### src/rtl/ysyx_22041211_mem_arbiter_pkg.sv
// Shared encodings for the IFU/LSU memory arbiter: FSM states, master IDs,
// fixed IFU masks and the watchdog width.
package ysyx_22041211_mem_arbiter_pkg;

  // Arbiter FSM; 2'b11 is unused and recovers to IDLE
  typedef enum logic [1:0] {
    ARB_IDLE  = 2'b00,
    ARB_ISSUE = 2'b01,
    ARB_WAIT  = 2'b10
  } arb_state_e;

  // Master IDs double as bit positions in the request/grant vectors
  localparam logic ARB_M_IFU = 1'b0;
  localparam logic ARB_M_LSU = 1'b1;

  localparam int NUM_MASTERS = 2;

  // IFU is a read-only word fetcher
  localparam logic [7:0] IFU_RMASK = 8'b0000_1111;
  localparam logic [7:0] IFU_WMASK = 8'b0000_0000;

  // Watchdog never wraps because TIMEOUT is capped at 255
  localparam int WDOG_W = 8;

  // One-hot grant for a two-way tie: the master not served last wins
  function automatic logic [1:0] rr_pick(input logic [1:0] req, input logic last);
    logic [1:0] g;
    g = 2'b00;
    case (req)
      2'b01:   g = 2'b01;
      2'b10:   g = 2'b10;
      2'b11:   g = (last == ARB_M_IFU) ? 2'b10 : 2'b01;
      default: g = 2'b00;
    endcase
    return g;
  endfunction

endpackage

### src/rtl/ysyx_22041211_mem_arbiter_rr_arb2.sv
// Pure combinational 2-way round-robin picker; the pointer lives in the parent.
module ysyx_22041211_rr_arb2
  import ysyx_22041211_mem_arbiter_pkg::*;
(
  input  logic [1:0] req,
  input  logic       last,
  output logic [1:0] grant
);

  // Single requester wins outright; a tie goes to the master not served last
  always_comb begin
    grant = rr_pick(req, last);
  end

endmodule

### src/rtl/ysyx_22041211_mem_arbiter.sv
// Two-master (IFU/LSU) arbiter in front of a single-port SRAM. One access in
// flight at a time; the winner's fields are latched at grant and replayed to
// the SRAM until ack, then the response is routed back to the owner. A
// watchdog turns a missing SRAM completion into an error response.
module ysyx_22041211_mem_arbiter
  import ysyx_22041211_mem_arbiter_pkg::*;
#(
  parameter int ADDR_WIDTH = 32,
  parameter int DATA_WIDTH = 32,
  parameter int TIMEOUT    = 255
) (
  input  logic                  clk,
  input  logic                  rst,

  input  logic                  ifu_req,
  input  logic [ADDR_WIDTH-1:0] ifu_addr,
  output logic                  ifu_gnt,
  output logic                  ifu_rvalid,
  output logic [DATA_WIDTH-1:0] ifu_rdata,
  output logic                  ifu_err,

  input  logic                  lsu_req,
  input  logic [ADDR_WIDTH-1:0] lsu_addr,
  input  logic                  lsu_wen,
  input  logic [DATA_WIDTH-1:0] lsu_wdata,
  input  logic [7:0]            lsu_wmask,
  input  logic [7:0]            lsu_rmask,
  output logic                  lsu_gnt,
  output logic                  lsu_rvalid,
  output logic [DATA_WIDTH-1:0] lsu_rdata,
  output logic                  lsu_err,

  output logic                  mem_req,
  output logic [ADDR_WIDTH-1:0] mem_addr,
  output logic                  mem_wen,
  output logic [DATA_WIDTH-1:0] mem_wdata,
  output logic [7:0]            mem_wmask,
  output logic [7:0]            mem_rmask,
  input  logic                  mem_ack,
  input  logic                  mem_rvalid,
  input  logic [DATA_WIDTH-1:0] mem_rdata,

  output logic                  busy
);

  localparam logic [WDOG_W-1:0] WDOG_LIMIT = WDOG_W'(TIMEOUT);

  arb_state_e state_q, state_d;

  logic                  last_q;
  logic                  owner_q;
  logic [ADDR_WIDTH-1:0] addr_q;
  logic                  wen_q;
  logic [DATA_WIDTH-1:0] wdata_q;
  logic [7:0]            wmask_q;
  logic [7:0]            rmask_q;
  logic [WDOG_W-1:0]     wdog_q;

  logic [1:0] req_vec;
  logic [1:0] pick;
  logic [1:0] gnt_vec;
  logic       gnt_any;
  logic       done_ok;
  logic       done_to;
  logic       done;

  logic [NUM_MASTERS-1:0]                 rvalid_w;
  logic [NUM_MASTERS-1:0]                 err_w;
  logic [NUM_MASTERS-1:0][DATA_WIDTH-1:0] rdata_w;

  assign req_vec = {lsu_req, ifu_req};

  ysyx_22041211_rr_arb2 u_rr_arb2 (
    .req   (req_vec),
    .last  (last_q),
    .grant (pick)
  );

  // Grant only from IDLE, and never while reset is held so gnt reads 0 in reset
  assign gnt_vec = (state_q == ARB_IDLE && rst) ? pick : 2'b00;
  assign gnt_any = |gnt_vec;

  // mem_rvalid wins over a same-cycle watchdog expiry
  assign done_ok = (state_q == ARB_WAIT) && mem_rvalid;
  assign done_to = (state_q == ARB_WAIT) && !mem_rvalid && (wdog_q == WDOG_LIMIT);
  assign done    = done_ok || done_to;

  // State register
  always_ff @(posedge clk or negedge rst) begin
    if (!rst) state_q <= ARB_IDLE;
    else      state_q <= state_d;
  end

  // Next-state: grant -> drive SRAM until ack -> wait for completion or timeout
  always_comb begin
    state_d = state_q;
    case (state_q)
      ARB_IDLE:  if (gnt_any) state_d = ARB_ISSUE;
      ARB_ISSUE: if (mem_ack) state_d = ARB_WAIT;
      ARB_WAIT:  if (done)    state_d = ARB_IDLE;
      default:                state_d = ARB_IDLE;
    endcase
  end

  // Latch winner's fields, owner and round-robin pointer on every grant
  always_ff @(posedge clk or negedge rst) begin
    if (!rst) begin
      last_q  <= ARB_M_IFU;
      owner_q <= ARB_M_IFU;
      addr_q  <= '0;
      wen_q   <= 1'b0;
      wdata_q <= '0;
      wmask_q <= '0;
      rmask_q <= '0;
    end else if (gnt_any) begin
      last_q  <= gnt_vec[ARB_M_LSU];
      owner_q <= gnt_vec[ARB_M_LSU];
      if (gnt_vec[ARB_M_LSU]) begin
        addr_q  <= lsu_addr;
        wen_q   <= lsu_wen;
        wdata_q <= lsu_wdata;
        wmask_q <= lsu_wmask;
        rmask_q <= lsu_rmask;
      end else begin
        addr_q  <= ifu_addr;
        wen_q   <= 1'b0;
        wdata_q <= '0;
        wmask_q <= IFU_WMASK;
        rmask_q <= IFU_RMASK;
      end
    end
  end

  // Watchdog: cleared on ack, counts only while waiting for completion
  always_ff @(posedge clk or negedge rst) begin
    if (!rst)                                  wdog_q <= '0;
    else if (state_q == ARB_ISSUE && mem_ack)  wdog_q <= '0;
    else if (state_q == ARB_WAIT)              wdog_q <= wdog_q + 1'b1;
  end

  // Per-master response registers; only the owner ever sees rvalid/err
  for (genvar m = 0; m < NUM_MASTERS; m++) begin : g_rsp
    logic                  mine;
    logic                  rv_q;
    logic                  er_q;
    logic [DATA_WIDTH-1:0] rd_q;

    assign mine = (owner_q == 1'(m));

    // One-cycle completion pulse; rdata holds until this master's next completion
    always_ff @(posedge clk or negedge rst) begin
      if (!rst) begin
        rv_q <= 1'b0;
        er_q <= 1'b0;
        rd_q <= '0;
      end else begin
        rv_q <= done && mine;
        er_q <= done_to && mine;
        if (done_ok && mine)      rd_q <= mem_rdata;
        else if (done_to && mine) rd_q <= '0;
      end
    end

    assign rvalid_w[m] = rv_q;
    assign err_w[m]    = er_q;
    assign rdata_w[m]  = rd_q;
  end

  assign ifu_gnt    = gnt_vec[ARB_M_IFU];
  assign lsu_gnt    = gnt_vec[ARB_M_LSU];
  assign ifu_rvalid = rvalid_w[ARB_M_IFU];
  assign lsu_rvalid = rvalid_w[ARB_M_LSU];
  assign ifu_err    = err_w[ARB_M_IFU];
  assign lsu_err    = err_w[ARB_M_LSU];
  assign ifu_rdata  = rdata_w[ARB_M_IFU];
  assign lsu_rdata  = rdata_w[ARB_M_LSU];

  assign mem_req   = (state_q == ARB_ISSUE);
  assign mem_addr  = addr_q;
  assign mem_wen   = wen_q;
  assign mem_wdata = wdata_q;
  assign mem_wmask = wmask_q;
  assign mem_rmask = rmask_q;

  assign busy = (state_q != ARB_IDLE);

endmodule
### config.mk
export PLATFORM = sky130hd
export DESIGN_NAME = ysyx_22041211_mem_arbiter
export DESIGN_NICKNAME = d
export VERILOG_FILES = /design/src/rtl/ysyx_22041211_mem_arbiter_pkg.sv /design/src/rtl/ysyx_22041211_mem_arbiter_rr_arb2.sv /design/src/rtl/ysyx_22041211_mem_arbiter.sv
export SDC_FILE = /design/constraint.sdc
export NUM_CORES = 1
export LEC_CHECK = 0
export ABC_AREA = 1
export BUFFER_PORTS_ARGS = -buffer_cell sky130_fd_sc_hd__buf_2
export CAP_MARGIN = 25
export CORE_ASPECT_RATIO = 2
export CORE_MARGIN = 8
export CORE_UTILIZATION = 51
export DETAILED_ROUTE_END_ITERATION = 8
export PLACE_DENSITY = 0.83
export SKIP_LAST_GASP = 1
export SYNTH_ARGS = -nofsm -noshare
export SYNTH_HDL_FRONTEND = slang
export SYNTH_SLANG_ARGS = --single-unit
### constraint.sdc
create_clock -name clk -period 2.77 [get_ports clk]
set_input_delay 0.554 -clock clk [delete_from_list [all_inputs] [get_ports clk]]
set_output_delay 0.554 -clock clk [all_outputs]
set_load 0.05 [all_outputs]
==> run summary, run 1 <==
The run finished with clean final reports. In this run the core area contains 60 standard-cell rows. The startpoint identified for the worst register-to-register timing path is wdog_q[1]. Kind of capture point of the worst setup path: an output pin. Across the whole layout, storage elements account for 4000 um^2.

In this run the static leakage power is 5.59 nW. Cells with a size suffix above 1 make up 31.8% of the layout. The tools report the max-slew violation count as 0. Final design utilization: 67.7%.

The portion of synthesized area spent on multiplexers is 0%. By area, the combinational part of the netlist is dominated by simple AND/OR/NAND/NOR gates. After layout, the design draws a total of 12.8 mW.

The number of hold buffers added after CTS was 0. The logs give 161 for the pin count of the biggest net entering global routing and 43.1% for the normalized max-slew margin. The setup slack on the worst flop-to-flop path was 0.83 ns. Counting every net in the synthesized netlist gives 1004. STA puts the critical path data arrival time at 1.70 ns. In the routed design, unresolved DRC markers number 0. Kind of critical path: reg -> out.

For this run the aggregate overflow at the end of global routing stands at 0. The number of buffers added by the clock tree synthesis step was 17; the initial core utilization was 52.2%. The sum of buffers and inverters on the critical path works out to 2. For this design, the slowest cell found on the critical path is sky130_fd_sc_hd__dfrtp_1.

Along the worst path, the maximum fanout reaches 4. The final setup slack of the worst path was 0.516 ns; the net total in the final layout was 1293. The reg-to-reg endpoint was lsu_rdata[8]. The tightest min-delay check is of the in -> async type.

After clock tree synthesis, the clock-pin slew on the worst setup and hold paths is 0.07 ns. For the area enclosed by the die boundary, the log shows 18000 um^2. In this run the cell area of the synthesized design comes to 7020 um^2. The number of antenna violations at the first check in global routing is 4, and the placed wire-length estimate after detailed placement is 15.5 mm. The netlist uses 21 different library cells. The worst voltage drop across the vdd grid was 1.02 mV; the maximum number of buffers from clock root to sink was 2. In this design, the stage delay of the slowest critical-path cell is 0.46 ns.

For the worst setup path, the data required time is 2.22 ns. Post-CTS timing repair inserted 0 buffers for setup. The run gives 21.1 mm as the wire length reported by the detailed router. The number of cell instances on the worst register-to-register path was 6. The signal on the critical path passes through inv_1, a211oi_1, buf_2. Counting every instance in the synthesized netlist gives 852.

In this design, the largest share of critical-path delay is due to buffers and inverters. The overall die height was 182 um; the insertion delay of the later-clocked pin in the worst-skew pair was 0.41 ns. The compound-cell area share of the yosys netlist is 1.18%, and the worst setup slack after placement is 0.778 ns.

The setup-violating endpoint count in the final report was 0; the area of placed instances was 8540 um^2. The via count of the first global-routing pass came out at 6583. Dividing the synthesized area by the synthesized cell count gives 8.23 um^2. After routing the design area is 9090 um^2. Total routing resource utilization after global routing: 23.4%.

Summed over all instances, the cell type with the most area after synthesis is sky130_fd_sc_hd__dfrtp_1. The timing-limited maximum frequency is 444 MHz. In this run the tool buffered the top-level ports with 303 buffer cells. The tools report the layout filler cell count as 1172.

The flip-flop and latch count after synthesis is 160, and the first-iteration detailed-routing DRC count is 206. Summing over every cut layer, the via total after detailed routing is 6528. In the finished design, the share of the clock period the worst path needs comes to 81.4%. Counting every sink on the clock net gives 160. Ranked by total cell area, the synthesized netlist is headed by sky130_fd_sc_hd__dfrtp_1 57%, sky130_fd_sc_hd__nand2_1 22%, sky130_fd_sc_hd__nand3_1 6.7%. After Yosys synthesis, and, or, nand and nor cells account for 32.9% of the synthesized area. Sequential-to-total area share from yosys stat: 57.1%. Setup repair after global routing left no endpoint under its margin.

The synthesis-to-layout area growth was 29.6%. Across all hold checks on the routed design, the worst slack comes to 0.275 ns. The area of combinational cells with multiple inputs is 2410 um^2, and the power density over the cells is 1410 nW/um^2.

The tools report the cell chosen for the clock root as sky130_fd_sc_hd__clkbuf_16. The top-level port count was 304; the detailed-route vias per instance was 4.98. The first detailed-routing pass took 5 iterations. The final weighted congestion in routability-driven placement came out at 0.798. Between clock sinks in the finished design, the worst skew comes to 0.0125 ns. The Yosys step of the flow raised 0 warnings.

After floorplanning, the core was sized to cover 13400 um^2. Across the run, the number of max-cap violations was 0. For the pin with the worst max-slew slack, the measured transition is 0.853 ns.

The logs give 1310 for the non-filler instance count after layout and 4 for the number of H-tree levels. The detail route stage leaves a number of antenna-violating nets equal to 0. The top-area cell type share of the netlist area was 57.1%; the overall die width was 98.9 um. The xor/xnor share of the synthesized area was 0%; the final hold violation count was 0. The first global-routing pass estimated 33.5 mm of wire. The type of element launching the critical path is a register. TritonCTS built the clock tree.

Final total negative setup slack: 0 ns. The number of gates resized after CTS was 0. Of the total synthesized cell area, the portion taken by full adders, half adders and majority gates is 0.178%. In the final routed layout, each cell accounts on average for 16.1 um. The final critical path time including I/O delays and setup is 2.25 ns, and the total instance count after detailed placement is 1277.
-- power by group --
part,switching [mW],internal (mW),leakage (nW)
Sequential,0.603,3.39,2.03
Clock,1.00,1.17,0.270
Combinational,5.31,1.36,3.29
-- worst max path at each step --
stage                   from           end  depth (start not counted)
2_1_floorplan            rst       ifu_gnt                          2
3_3_place_gp             rst  mem_addr[12]                          8
3_5_place_dp         ifu_req   mem_addr[2]                          9
4_1_cts        g_rsp[1].mine       ifu_gnt                          3
5_1_grt        g_rsp[1].mine       ifu_gnt                          3
6_report       g_rsp[1].mine       ifu_gnt                          3
-- cells in the final DEF, fill, tap and decap left out, types with 3 or more instances in the layout --
master / count
sky130_fd_sc_hd__nand3_1: 94
sky130_fd_sc_hd__buf_2: 302
sky130_fd_sc_hd__clkinv_4: 3
sky130_fd_sc_hd__clkbuf_16: 17
sky130_fd_sc_hd__nand2_1: 419
sky130_fd_sc_hd__nor2_4: 3
sky130_fd_sc_hd__dfrtp_1: 160
sky130_fd_sc_hd__nand3_2: 11
sky130_fd_sc_hd__inv_2: 6
sky130_fd_sc_hd__nor2_1: 17
sky130_fd_sc_hd__buf_4: 6
sky130_fd_sc_hd__inv_1: 81
sky130_fd_sc_hd__o21ai_0: 11
sky130_fd_sc_hd__inv_6: 6
-- cell type report --
cell class / instances / area share [%]
sequential: 160 / 44.0
multi-input combinational: 564 / 26.5
timing repair buffer: 311 / 17.7
clock buffer: 17 / 4.68
inverter: 87 / 3.59
tap: 155 / 2.13
clock inverter: 14 / 1.36
antenna: 2 / 0.0550
-- cell families after synthesis --
logic type               count (synthesis)
AO/OA/AOI/OAI                           15
adder cells (fa/ha/maj)                  1
buffers and inverters                  128
flip-flops                             160
AND/OR/NAND/NOR                        548
-- synth_stat cells, drive strengths merged --
library cell / number
buf: 37
nand2: 419
a211oi: 1
nand3: 105
nor2: 22
a21oi: 2
inv: 87
nand4: 2
o21ai: 11
clkbuf: 4
ha: 1
dfrtp: 160
o22ai: 1
-- per-layer routing --
layer,GRT usage [%],vias up,share of wire (%)
li1,-,3162,-
met2,40.2,297,53
met4,12.8,4,3.8
met5,0,-,0.11
met1,24.4,3017,35
met3,7.85,48,8.9
-- flip-flops by register name, indices dropped and copies added (netlist names), 2 cells and up --
| name | flops |
|---|---|
| ifu_rdata | 32 |
| lsu_rdata | 32 |
| mem_addr | 32 |
| mem_rmask | 8 |
| mem_wdata | 32 |
| mem_wmask | 8 |
| state_q | 2 |
| wdog_q | 8 |
Power figures use the tool's default switching activity.
==> inputs of run 2 (changes only) <==
--- a/config.mk
+++ b/config.mk
@@ -10,9 +10,9 @@
 export CAP_MARGIN = 25
 export CORE_ASPECT_RATIO = 2
 export CORE_MARGIN = 8
-export CORE_UTILIZATION = 51
+export CORE_UTILIZATION = 48
 export DETAILED_ROUTE_END_ITERATION = 8
-export PLACE_DENSITY = 0.83
+export PLACE_DENSITY = 0.79
 export SKIP_LAST_GASP = 1
 export SYNTH_ARGS = -nofsm -noshare
 export SYNTH_HDL_FRONTEND = slang
==> constraint.sdc (replaced) <==
create_clock -name clk -period 2.1 [get_ports clk]
set_input_delay 0.42 -clock clk [delete_from_list [all_inputs] [get_ports clk]]
set_output_delay 0.42 -clock clk [all_outputs]
set_load 0.05 [all_outputs]
==> run 2 against run 1 <==
  * Sequential cell count unchanged
  * Die area up 5.5%
  * Utilization down 3.0 points
  * Critical path depth unchanged
  * Count of clock-buffer cells in the layout up 3
  * Hold slack worse by 0.21 ns
  * Clock power up 52%
  * Worst setup slack worse by 0.42 ns
  * Critical path type unchanged
  * Via count down 2.0%
==> run summary, run 2 (same netlist as run 1, synthesis figures left out) <==
The run gives 0 (was 2) as the number of diodes added for antenna fixing. Most frequent cells in the layout: 419 x sky130_fd_sc_hd__nand2_1, 300 x sky130_fd_sc_hd__buf_2, 160 x sky130_fd_sc_hd__dfrtp_1 (was 419 x sky130_fd_sc_hd__nand2_1, 302 x sky130_fd_sc_hd__buf_2, 160 x sky130_fd_sc_hd__dfrtp_1). The detailed-route vias per instance is 4.74 (was 4.98), and the power density over the cells is 1870 nW/um^2 (was 1410 nW/um^2). The first-pass detailed-route iteration total was 4 (was 5); the setup-violating endpoint count in the final report was 0 (unchanged). Setup repair after global routing left no endpoint under its margin. The post-route antenna net violation count is 0 (unchanged), and the final critical path time including I/O delays and setup is 2.01 ns. The maximum fanout encountered on the critical timing path works out to 4 (unchanged). The kind of critical path was reg -> out (unchanged).

Highest-delay cell along the critical path: sky130_fd_sc_hd__dfrtp_1 (unchanged). The kind of path behind the tightest hold check was in -> async (unchanged). The tools report the number of antenna violations at the first check in global routing as 0 (was 4). The tools report the kind of capture point of the worst setup path as an output pin (unchanged).

The most common cell after layout, fill and taps aside is sky130_fd_sc_hd__nand2_1 (unchanged). Family of cells with the greatest summed delay on the critical path: flip-flops (was buffers and inverters). The logs give 0 (unchanged) for the final hold violation count and 0 (unchanged) for the cts-stage hold buffer count.

The logs give 1.59 ns (was 1.70 ns) for the critical path data arrival time and 0 (unchanged) for the max-cap check violation count. The measured slew at the worst slew-check pin works out to 0.976 ns (was 0.853 ns). Critical path cell sequence: inv_1, a211oi_2, clkbuf_4 (was inv_1, a211oi_1, buf_2).

The run gives 5.66 nW (was 5.59 nW) as the leakage power figure. The final weighted congestion in routability-driven placement is 0.830 (was 0.798). The setup slack on the worst flop-to-flop path is 0.25 ns (was 0.83 ns).

The core region area is 14400 um^2 (was 13400 um^2). The placed wire-length estimate after detailed placement is 15.4 mm (was 15.5 mm), and the non-filler instance count after layout is 1349 (was 1310). In the finished design, the share of the clock period the worst path needs comes to 95.6%. The number of buffers added by the clock tree synthesis step was 17 (unchanged).

Count of buffers inserted at the top-level ports: 303 (unchanged). The run gives 22.2% (was 23.4%) as the total routing resource utilization after global routing. The standard-cell row count came out at 62 (was 60).

Final total negative setup slack: 0 ns (unchanged). TritonCTS built the clock tree. The final design utilization was 64.7% (was 67.7%); the layout filler cell count was 1239 (was 1172). The sum of buffers and inverters on the critical path is 2 (unchanged), and the number of cell instances on the worst register-to-register path is 6 (unchanged).

The logs give 6710 (was 6583) for the via count of the first global-routing pass and 0.42 ns (was 0.41 ns) for the insertion delay of the later-clocked pin in the worst-skew pair. The routed wirelength normalized by instance count works out to 15.2 um (was 16.1 um). The number of H-tree levels is 4 (unchanged), and the normalized max-slew margin is 34.9% (was 43.1%). For the required time at the endpoint of the critical path, the log shows 1.68 ns (was 2.22 ns). The tools report the type of element launching the critical path as a register (unchanged).

The overall die width was 101 um (was 98.9 um); the pin count of the biggest net entering global routing was 161 (unchanged). The DRC violation count after routing is 0 (unchanged). The run gives 20.5 mm (was 21.1 mm) as the wire length reported by the detailed router. Worst voltage drop across the vdd grid: 1.12 mV (was 1.02 mV). The first-iteration detailed-routing DRC count came out at 211 (was 206).

The flow ran to the end, and the final reports show no timing, DRC or antenna violations. The count of vias placed by the detailed router was 6396 (was 6528). The tools report the top-level port count as 304 (unchanged). The cell chosen for the clock root is sky130_fd_sc_hd__clkbuf_16 (unchanged). Global-route wire length before repair: 33.1 mm (was 33.5 mm). The overall die height is 187 um (was 182 um).

The max-slew violation count is 0 (unchanged). The fraction of final layout cells sized beyond drive strength 1 is 32.2% (was 31.8%), and the area enclosed by the die boundary is 19000 um^2 (was 18000 um^2). The synthesis-to-layout area growth was 32.3% (was 29.6%); the total instance count after detailed placement was 1318 (was 1277). The initial core utilization was 48.9% (was 52.2%); the number of sinks on the clock net was 160 (unchanged). Global-route congestion overflow total: 0 (unchanged). For the net total in the final layout, the log shows 1298 (was 1293).

Launch instance of the worst register-to-register path: wdog_q[1] (unchanged). The maximum number of buffers from clock root to sink was 2 (unchanged); the timing-limited maximum frequency was 498 MHz. The reg-to-reg endpoint is lsu_rdata[7] (was lsu_rdata[8]).

The clock-pin transition on the worst setup and hold timing paths works out to 0.06 ns (was 0.07 ns). Worst clock skew on the final layout: 0.00662 ns (was 0.0125 ns). The peak per-stage delay on the critical path came out at 0.47 ns (was 0.46 ns).
[run 2: changes by cell type in the layout (fill, tap and decap cells not counted), sizes merged]
cell	delta
clkbuf	+4
diode	-2
bufinv	+4
inv	-7
clkinv	-1
buf	+4
[run 2: worst reg2reg max path: stages (launching register included)]
cell                      delay (ns)
sky130_fd_sc_hd__dfrtp_1        0.36
sky130_fd_sc_hd__ha_1           0.17
sky130_fd_sc_hd__nand2_1        0.09
sky130_fd_sc_hd__nor2_2         0.27
sky130_fd_sc_hd__nand4_4        0.51
sky130_fd_sc_hd__nand3_1        0.24
sky130_fd_sc_hd__nand2_1        0.08
[run 2: power breakdown]
group          switching (mW)  internal (mW)
registers               0.786           4.47
logic                    6.99           1.83
clock network            1.22           2.07
total                    9.00           8.38
[run 2: per-stage QoR]
step                setup WS, ns  total power [mW]  hold WS [ns]  area (um^2)
detailed placement         0.241              14.2         0.453         8640
finish                    0.0928              17.4        0.0622         9280
CTS                       0.0239              17.5         0.179         9270
floorplan                  0.380              11.8         0.124         7020
global placement           0.323              14.0         0.448         8640
global route             0.00168              18.3         0.191         9280
[run 2: cell type report]
| class | count | area [um^2] | share of cell area (%) |
|---|---|---|---|
| sequential | 160 | 4000 | 43.1 |
| multi-input combinational | 564 | 2410 | 25.9 |
| timing repair buffer | 316 | 1680 | 18.1 |
| clock buffer | 20 | 467 | 5.03 |
| inverter | 87 | 327 | 3.52 |
| tap | 192 | 240 | 2.59 |
| clock inverter | 10 | 160 | 1.73 |
[run 2: worst max path at each step]
stage	startpoint	endpoint	slack [ns]	cells after the start
after global placement	wdog_q[1]	lsu_rdata[4]	0.32	6
after floorplan	g_rsp[1].mine	ifu_gnt	0.38	2
after detailed placement	wdog_q[1]	lsu_rdata[7]	0.24	6
after CTS	g_rsp[1].mine	ifu_gnt	0.02	3
final	g_rsp[1].mine	ifu_gnt	0.09	3
after global routing	g_rsp[1].mine	ifu_gnt	0.002	3
[run 2: layer usage]
metal	wire length (um)	global-route usage [%]	share of wire, %
met5	0	0	0
met1	7350	22.4	36
met4	1010	13.3	4.9
met2	10700	38.8	52
met3	1460	6.26	7.1
[run 2: timing repair]
| item | CTS | global route |
|---|---|---|
| setup endpoints to repair | 1 | 2 |
| gates resized for setup | 1 | 1 |
| setup buffers | 0 | 1 |
| pin swaps | 0 | 1 |
==> inputs of run 3 (changes only) <==
--- a/config.mk
+++ b/config.mk
@@ -8,11 +8,10 @@
 export ABC_AREA = 1
 export BUFFER_PORTS_ARGS = -buffer_cell sky130_fd_sc_hd__buf_2
 export CAP_MARGIN = 25
-export CORE_ASPECT_RATIO = 2
 export CORE_MARGIN = 8
-export CORE_UTILIZATION = 48
+export CORE_UTILIZATION = 51
 export DETAILED_ROUTE_END_ITERATION = 8
-export PLACE_DENSITY = 0.79
+export PLACE_DENSITY = 0.83
 export SKIP_LAST_GASP = 1
 export SYNTH_ARGS = -nofsm -noshare
 export SYNTH_HDL_FRONTEND = slang
==> constraint.sdc (replaced) <==
create_clock -name clk -period 2.58 [get_ports clk]
set_input_delay 0.516 -clock clk [delete_from_list [all_inputs] [get_ports clk]]
set_output_delay 0.516 -clock clk [all_outputs]
set_load 0.05 [all_outputs]
==> run 3 against run 2 <==
  * Clock power decreased by 29%
  * Wire length increased by 3.4%
  * Critical endpoint is now lsu_gnt
  * Sequential cell count unchanged
  * Register-to-register slack improved by 0.38 ns
  * Largest power group unchanged
  * Critical path depth increased by 1
  * Total power decreased by 21%
  * Worst setup slack improved by 0.28 ns
==> run summary, run 3 (same netlist as run 1, synthesis figures left out) <==
The peak per-stage delay on the critical path was 0.39 ns (was 0.47 ns); the via count of the first global-routing pass was 6301 (was 6710). The first-pass detailed-route iteration total was 4 (unchanged). The logs give 0 ns (unchanged) for the final total negative setup slack and 0 (unchanged) for the max-slew violation count. For the first-iteration detailed-routing DRC count, the log shows 428 (was 211). The power density over the cells was 1510 nW/um^2 (was 1870 nW/um^2); the maximum fanout encountered on the critical timing path was 8 (was 4). The max-cap check violation count was 0 (unchanged). The detailed-route vias per instance was 4.88 (was 4.74); the total instance count after detailed placement was 1301 (was 1318). The placed wire-length estimate after detailed placement came out at 14.9 mm (was 15.4 mm).

Kind of capture point of the worst setup path: an output pin (unchanged). Timing would allow up to 453 MHz. The count of buffers inserted at the top-level ports was 303 (unchanged); the top-level port count was 304 (unchanged). For the area of all placed cells without fillers, the log shows 9100 um^2 (was 9280 um^2).

The overall die height is 133 um (was 187 um). The total routing resource utilization after global routing was 23.6% (was 22.2%). The tools report the net total in the final layout as 1292 (was 1298). The logs give 17800 um^2 (was 19000 um^2) for the area enclosed by the die boundary and 2400 um^2 (was 2410 um^2) for the area of combinational cells with multiple inputs. The routed wirelength normalized by instance count was 15.9 um (was 15.2 um). The highest-delay cell along the critical path is sky130_fd_sc_hd__dfrtp_1 (unchanged). The reg-to-reg endpoint was lsu_rdata[31] (was lsu_rdata[7]). The final critical path time including I/O delays and setup works out to 2.21 ns. For the final weighted congestion in routability-driven placement, the log shows 0.897 (was 0.830).

The tools report the leakage power figure as 5.57 nW (was 5.66 nW). The global-route wire length before repair is 33.3 mm (was 33.1 mm). The logs give 8540 um^2 (was 8640 um^2) for the area of placed instances and 0 (was 1) for the post-cts resize count. The logs give 1154 (was 1239) for the layout filler cell count and 2 (unchanged) for the maximum number of buffers from clock root to sink. The overall die width was 133 um (was 101 um); the post-route antenna net violation count was 0 (unchanged). For the required time at the endpoint of the critical path, the log shows 2.06 ns (was 1.68 ns). The run gives 0 (unchanged) as the global-route congestion overflow total.

The number of sinks on the clock net came out at 160 (unchanged). The clock-pin transition on the worst setup and hold timing paths was 0.06 ns (about the same); the total setup buffers inserted after CTS was 0 (unchanged). The run gives 43 (was 62) as the standard-cell row count. The measured slew at the worst slew-check pin was 0.854 ns (was 0.976 ns). TritonCTS built the clock tree. The run gives 0.663 ns (was 0.241 ns) as the worst setup slack after placement. The fraction of final layout cells sized beyond drive strength 1 was 31.4% (was 32.2%); the number of buffers added by the clock tree synthesis step was 17 (unchanged). For the worst voltage drop across the vdd grid, the log shows 0.780 mV (was 1.12 mV). The type of element launching the critical path was a register (unchanged).

The cell chosen for the clock root is sky130_fd_sc_hd__clkbuf_16 (unchanged). After layout, the worst path uses 85.6% of the clock period. For the sequential cell area in the final layout, the log shows 4000 um^2 (unchanged).

The synthesis-to-layout area growth was 29.7% (was 32.3%). The initial core utilization is 51.3% (was 48.9%), and the worst clock skew on the final layout is 0.00705 ns (was 0.00662 ns). The logs give 6509 (was 6396) for the count of vias placed by the detailed router and 4 (unchanged) for the number of H-tree levels. The non-filler instance count after layout is 1333 (was 1349), and the number of antenna violations at the first check in global routing is 3 (was 0).

The most common cell after layout, fill and taps aside is sky130_fd_sc_hd__nand2_1 (unchanged). The normalized max-slew margin came out at 43.0% (was 34.9%). Final setup slack of the worst path: 0.372 ns (was 0.0928 ns). The core region area came out at 13700 um^2 (was 14400 um^2).

Kind of critical path: reg -> out (unchanged). The insertion delay of the later-clocked pin in the worst-skew pair was 0.42 ns (about the same). The setup-violating endpoint count in the final report is 0 (unchanged), and the DRC violation count after routing is 0 (unchanged). Kind of path behind the tightest hold check: in -> async (unchanged).

The wire length reported by the detailed router came out at 21.2 mm (was 20.5 mm). Most frequent cells in the layout: 419 x sky130_fd_sc_hd__nand2_1, 302 x sky130_fd_sc_hd__buf_2, 160 x sky130_fd_sc_hd__dfrtp_1 (was 419 x sky130_fd_sc_hd__nand2_1, 300 x sky130_fd_sc_hd__buf_2, 160 x sky130_fd_sc_hd__dfrtp_1). The number of cell instances on the worst register-to-register path is 6 (unchanged).

Setup repair after global routing left no endpoint under its margin. The run gives 0 (unchanged) as the final hold violation count. The pin count of the biggest net entering global routing was 161 (unchanged). Critical path data arrival time: 1.69 ns (was 1.59 ns).

The setup slack on the worst flop-to-flop path was 0.63 ns (was 0.25 ns). The launch instance of the worst register-to-register path was wdog_q[1] (unchanged). The flow ran to the end, and the final reports show no timing, DRC or antenna violations. The tools report the cts-stage hold buffer count as 0 (unchanged). Critical path cell sequence: inv_2, nand3_2, nor2_4, buf_2 (was inv_1, a211oi_2, clkbuf_4).
-- run 3: report_power, final --
part           switching (mW)  internal (mW)  leakage, nW
Sequential              0.640           3.64         2.03
Combinational            5.71           1.45         3.28
Clock                   0.934           1.42        0.265
-- run 3: worst max-delay path: cells and delay by family, from the launching register on --
kind	cells	cell delay, ns
buffers and inverters	2	0.44
DFF	1	0.39
and+or+nand+nor	2	0.44
-- run 3: how the worst max path moves through the flow --
stage                  start            end  slack, ns  cells after the start
5_1_grt        g_rsp[1].mine        lsu_gnt       0.29                      4
4_1_cts           state_q[1]        lsu_gnt       0.37                      4
3_3_place_gp         ifu_req        lsu_gnt       0.66                      5
2_1_floorplan            rst        ifu_gnt       0.26                      2
3_5_place_dp       wdog_q[1]  lsu_rdata[31]       0.66                      6
6_report          state_q[1]        lsu_gnt       0.37                      4
-- run 3: metrics by stage --
step	utilization [%]	power, mW	hold WS (ns)
2_1_floorplan	-	9.60	0.220
3_3_place_gp	62.5	11.4	0.449
3_5_place_dp	62.5	11.5	0.454
4_1_cts	66.6	13.9	0.281
5_1_grt	66.6	14.5	0.285
6_report	66.6	13.8	0.240
-- run 3: layout make-up --
type	count	area share, %
flip-flops and latches	160	44.0
diodes	2	0.0550
repair buffers	310	17.4
multi-input cells	564	26.4
well taps	180	2.47
inverters	87	3.59
clock inverters	5	0.605
clock buffers	25	5.44
-- run 3: per-layer routing --
metal,up-vias,track usage [%],part of all wire [%]
li1,3160,-,-
met1,3066,27.5,39
met2,227,39.7,51
met3,54,5.95,5.9
met4,2,11.6,3.8
met5,-,0,0.061
